### src/rtl/ras_ckpt_pkg.sv
// Shared return-address-stack types: default geometry, the checkpoint
// record kept by the BRU/ROB, and the per-cycle request decode.
`timescale 1ns/1ps
package ras_ckpt_pkg;

  localparam int RAS_ENTRIES      = 8;
  localparam int RAS_TARGET_WIDTH = 31;
  localparam int LOG_RAS_ENTRIES  = $clog2(RAS_ENTRIES);

  // Snapshot taken at branch prediction time, replayed on a mispredict.
  typedef struct packed {
    logic [LOG_RAS_ENTRIES-1:0]  tos;
    logic [LOG_RAS_ENTRIES:0]    count;
    logic [RAS_TARGET_WIDTH-1:0] target;
  } ras_ckpt_t;

  typedef enum logic [2:0] {
    RAS_OP_IDLE,
    RAS_OP_RESTORE,
    RAS_OP_PUSH,
    RAS_OP_POP,
    RAS_OP_PUSHPOP
  } ras_op_e;

  // Restore overrides everything; push+pop together is a tail-call replace.
  function automatic ras_op_e ras_decode(input logic restore, input logic push,
                                         input logic pop);
    if (restore)          return RAS_OP_RESTORE;
    else if (push && pop) return RAS_OP_PUSHPOP;
    else if (push)        return RAS_OP_PUSH;
    else if (pop)         return RAS_OP_POP;
    else                  return RAS_OP_IDLE;
  endfunction

endpackage

### src/rtl/ras_ckpt.sv
// Checkpoint-repairable return address stack. Flop-based storage with a
// modulo pointer; the backend can restore tos, count and the top entry.
`timescale 1ns/1ps
module ras_ckpt #(
  parameter int RAS_ENTRIES      = ras_ckpt_pkg::RAS_ENTRIES,
  parameter int RAS_TARGET_WIDTH = ras_ckpt_pkg::RAS_TARGET_WIDTH,
  parameter int LOG_RAS_ENTRIES  = $clog2(RAS_ENTRIES),
  parameter bit OVERFLOW_WRAP    = 1'b1
) (
  input  logic                        CLK,
  input  logic                        nRST,
  input  logic                        push_valid,
  input  logic [RAS_TARGET_WIDTH-1:0] push_target,
  input  logic                        pop_valid,
  output logic [RAS_TARGET_WIDTH-1:0] top_target,
  output logic                        top_valid,
  output logic [LOG_RAS_ENTRIES-1:0]  tos,
  output logic [LOG_RAS_ENTRIES:0]    count,
  input  logic                        restore_valid,
  input  logic [LOG_RAS_ENTRIES-1:0]  restore_tos,
  input  logic [LOG_RAS_ENTRIES:0]    restore_count,
  input  logic [RAS_TARGET_WIDTH-1:0] restore_target,
  output logic                        overflow_event
);
  import ras_ckpt_pkg::*;

  localparam logic [LOG_RAS_ENTRIES:0] FULL_COUNT = (LOG_RAS_ENTRIES+1)'(RAS_ENTRIES);

  logic [RAS_TARGET_WIDTH-1:0] entry [RAS_ENTRIES];

  logic [LOG_RAS_ENTRIES-1:0]  tos_inc;
  logic [LOG_RAS_ENTRIES-1:0]  tos_dec;
  logic                        full;
  ras_op_e                     op;

  logic [LOG_RAS_ENTRIES-1:0]  tos_nxt;
  logic [LOG_RAS_ENTRIES:0]    count_nxt;
  logic                        wr_en;
  logic [LOG_RAS_ENTRIES-1:0]  wr_idx;
  logic [RAS_TARGET_WIDTH-1:0] wr_data;
  logic                        ovf_nxt;

  // Pointer wraps naturally in the LOG_RAS_ENTRIES-bit field.
  assign tos_inc    = tos + 1'b1;
  assign tos_dec    = tos - 1'b1;
  assign full       = (count == FULL_COUNT);
  assign op         = ras_decode(restore_valid, push_valid, pop_valid);
  assign top_target = entry[tos];
  assign top_valid  = (count != '0);

  // Next-state decode: one storage write port, pointer/count update, overflow flag.
  always_comb begin
    tos_nxt   = tos;
    count_nxt = count;
    wr_en     = 1'b0;
    wr_idx    = tos;
    wr_data   = push_target;
    ovf_nxt   = 1'b0;
    case (op)
      RAS_OP_RESTORE: begin
        tos_nxt   = restore_tos;
        count_nxt = restore_count;
        wr_en     = 1'b1;
        wr_idx    = restore_tos;
        wr_data   = restore_target;
      end
      RAS_OP_PUSH: begin
        if (!full) begin
          tos_nxt   = tos_inc;
          count_nxt = count + 1'b1;
          wr_en     = 1'b1;
          wr_idx    = tos_inc;
        end else begin
          ovf_nxt = 1'b1;
          // Circular mode drops the oldest entry; count stays saturated.
          if (OVERFLOW_WRAP) begin
            tos_nxt = tos_inc;
            wr_en   = 1'b1;
            wr_idx  = tos_inc;
          end
        end
      end
      RAS_OP_POP: begin
        // Underflow still moves the pointer so speculative return chains stay aligned.
        tos_nxt = tos_dec;
        if (count != '0) count_nxt = count - 1'b1;
      end
      RAS_OP_PUSHPOP: begin
        wr_en  = 1'b1;
        wr_idx = tos;
        if (count == '0) count_nxt = (LOG_RAS_ENTRIES+1)'(1);
      end
      default: ;
    endcase
  end

  // State and storage registers; async active-low reset clears everything.
  always_ff @(posedge CLK or negedge nRST) begin
    if (!nRST) begin
      tos            <= '0;
      count          <= '0;
      overflow_event <= 1'b0;
      for (int i = 0; i < RAS_ENTRIES; i++) entry[i] <= '0;
    end else begin
      tos            <= tos_nxt;
      count          <= count_nxt;
      overflow_event <= ovf_nxt;
      if (wr_en) entry[wr_idx] <= wr_data;
    end
  end

endmodule

### config.mk
export PLATFORM = sky130hd
export DESIGN_NAME = ras_ckpt
export DESIGN_NICKNAME = d
export VERILOG_FILES = /design/src/rtl/ras_ckpt_pkg.sv /design/src/rtl/ras_ckpt.sv
export SDC_FILE = /design/constraint.sdc
export NUM_CORES = 1
export LEC_CHECK = 0
export ABC_AREA = 0
export CAP_MARGIN = 20
export CORE_UTILIZATION = 60
export CTS_BUF_LIST = sky130_fd_sc_hd__clkbuf_8 sky130_fd_sc_hd__clkbuf_16
export DETAILED_ROUTE_END_ITERATION = 8
export PLACE_DENSITY = 0.88
export SLEW_MARGIN = 25
export SYNTH_ARGS = -nofsm -noshare
export SYNTH_HDL_FRONTEND = slang
export SYNTH_SLANG_ARGS = --single-unit
### constraint.sdc
create_clock -name CLK -period 3.1 [get_ports CLK]
set_clock_uncertainty 0.15 [all_clocks]
set_input_delay 0.62 -clock CLK [delete_from_list [all_inputs] [get_ports CLK]]
set_output_delay 0.62 -clock CLK [all_outputs]
set_load 0.01 [all_outputs]
==> out/results.ini <==
[sta]
relSlewSlack_pct=49.88
setup_tns_ns=-0.3732
fin_crit_ns=3.158
whs_ns=0.4292
worst_pin_slew_ns=0.7519
setup_viol=11
hold_viol=0
setup_slack_ns=-0.05755
slew_viol_final=0
rsz0062_at_grt=yes
clock.fmax_mhz=316.7
min_period_over_period_pct=101.9

[global_routing]
grt_max_degree=87
grt-ovfl-total=0
grt_usage_pct=41.17
first_global_vias=15740
grt_antenna_before_repair=0
grt_pass1_wl_mm=84.36

[worst_setup_path]
critPathLaunchType=flip-flop
required_ns=2.33
worstSetupStartpoint=tos[0]$_DFFE_PN0P_
critPathCapture=top_target[16]
r2r-start=tos[0]$_DFFE_PN0P_
arrival_ns=2.39
rrSetupSlack_ns=0.04
r2r_end=entry[128]$_DFFE_PN0P_
rr_worst_depth=11
cp-end-kind=output port
crit_fanout=7
path_class=reg -> out

[logic_synthesis]
synth_edf_count=0
yosysTopAreaCell=dfrtp_1
yosysSeqAreaShare_pct=42.14
ys_async_sr_fraction_pct=100.0
synth.distinct_cells=54
syn-num-nets=1555
ys_top_cells_by_area=dfrtp_1 42%, a211oi_1 24%, mux4_2 9.2%
syn_inst=1474
avgSynthCellArea_sq_um=10.31
synth_area_sq_mm=0.01520
yosys_most_used_dff=dfrtp_1
yosys.area.top_type_share_pct=42.14
synth-warning-count=0
ys_seq_elements=256

[floorplan]
dieArea_sq_mm=0.02598
io_pins=114
core_area_sq_mm=0.02460
num_rows=57
die_y_um=161.2
fp.dieW_um=161.2
initial_core_util_pct=61.78

[clock_tree]
root_buffer=clkbuf_16
cts_buffers=28
cts_sinks=256
clkTransAtPathRegs_ns=0.06
cts_tree=done
clockBufferDepth=3
cts_htree_levels=1
clock_latency_ns=0.55

[power]
irDropWorstVdd_mv=0.4704
power.total_mw=14.62
p_leak_nw=7.604
p_per_area_mw_per_mm2=772.8

[routing]
drc_errors=0
wire_per_inst_um=28.00
drt_wl_total_mm=54.35
route.vias.total=15250
vias_per_cell=7.857
first_pass_iters=7
postRouteAntennaNets=0
dr.first_iter.drc_count=2445

[run_status]
violations=negative setup slack
outcome=finished with violations

[cells_and_area]
n_fill_cell=1386
final_cells=1941
drive_gt1_share_pct=24.86
diodes=0
syn_to_final_growth_pct=24.48
fin_nets=1678

[place]
dp_hpwl_mm=31.24
place.gp.congestion=0.8942
portBuffers=113
dp_cells=1876

[hold_path]
hold_path_class=reg -> reg

[flow_run]
drv_cap=0

[through the flow]
stage | cell area [sq um] | util (%) | setup slack, ns
final | 18920 | 76.91 | -0.05755
after global placement | 17710 | 71.99 | -0.1419
after CTS | 18780 | 76.34 | -0.1182
after floorplan | 15200 | - | 0.02978
after detailed placement | 17710 | 71.99 | -0.2856
after global routing | 18920 | 76.91 | -0.08481
[critical path: stages (launching register included)]
cell	delay, ns
dfrtp_4	0.44
buf_12	0.17
buf_8	0.14
buf_16	0.13
mux4_2	0.51
mux2_4	0.30
buf_6	0.13
[sequential cells by signal, summed over array words and instances, names as in the netlist]
register        count
entry             248
count               4
tos                 3
overflow_event      1
[area by class of cell]
type | instances | area [sq um] | area share [%]
Clock inverter | 13 | 141.4 | 0.7472
Tap cell | 324 | 405.4 | 2.142
Inverter | 6 | 22.52 | 0.1190
Clock buffer | 37 | 835.8 | 4.417
Multi-Input combinational cell | 1023 | 8040 | 42.49
Sequential cell | 256 | 6412 | 33.89
Timing Repair Buffer | 282 | 3065 | 16.20
[cells in the final DEF (no fill, tap or decap), types with 14 or more instances in the layout]
cell type | Yosys | layout
a211oi_1 | 482 | 482
dfrtp_1 | 256 | 253
nor2_1 | 167 | 167
nor3_1 | 129 | 129
buf_4 | 12 | 107
clkdlybuf4s50_1 | 0 | 80
mux4_2 | 62 | 62
buf_12 | 0 | 51
mux2_2 | 64 | 49
a21oi_1 | 31 | 31
clkbuf_16 | 0 | 30
mux2_4 | 0 | 15
buf_6 | 3 | 14
[power by group]
part           total (mW)  switching [mW]  internal, mW
clock network        3.55            1.42          2.13
registers            5.12           0.849          4.27
logic                5.96            3.06          2.90
total                14.6            5.33          9.30
[Yosys cell counts (4+ instances only)]
library cell / n
dfrtp_1: 256
buf_4: 12
a21o_1: 5
nor3_1: 129
ha_1: 6
a211oi_1: 482
a21oi_1: 31
nor2_1: 167
a22o_1: 5
a221oi_1: 8
nand3b_1: 4
buf_1: 4
mux2_2: 64
mux4_2: 62
nand2_1: 10
inv_1: 6
clkbuf_1: 95
buf_2: 75
[logic make-up after synthesis]
family	Yosys count	share of synthesized area (%)
adder cells (fa/ha/maj)	7	0.6255
XOR/XNOR	4	0.2305
buffers and inverters	195	5.876
flip-flops	256	42.14
multiplexers	126	13.93
AO/OA/AOI/OAI	555	27.24
AND/OR/NAND/NOR	331	9.959
[routing by layer]
layer	part of all wire [%]	wire, um	track usage [%]	vias up
li1	-	-	-	6067
met1	34	18400	51.58	7255
met2	46	25210	64.81	1516
met3	13	7265	9.630	413
met4	6.4	3477	25.81	0
met5	0	0	0	-
[worst min-delay path by stage]
stage	to	start	cells after the start
after floorplan	count[0]$_DFFE_PN0P_	nRST	0
after global placement	count[2]$_DFFE_PN0P_	count[2]$_DFFE_PN0P_	1
after detailed placement	entry[162]$_DFFE_PN0P_	entry[162]$_DFFE_PN0P_	2
after CTS	entry[162]$_DFFE_PN0P_	entry[162]$_DFFE_PN0P_	2
after global routing	entry[178]$_DFFE_PN0P_	entry[178]$_DFFE_PN0P_	2
final	entry[156]$_DFFE_PN0P_	entry[156]$_DFFE_PN0P_	2
[timing repair]
item                                   in CTS  in global routing
gates resized for setup                   110                 49
endpoints found under the hold margin      80                  0
setup endpoints to repair                  31                 23
hold buffers                                1                  0
cloned                                      2                  1
buffers inserted                            4                  8
Note: power is estimated with default switching activity, not from simulation.
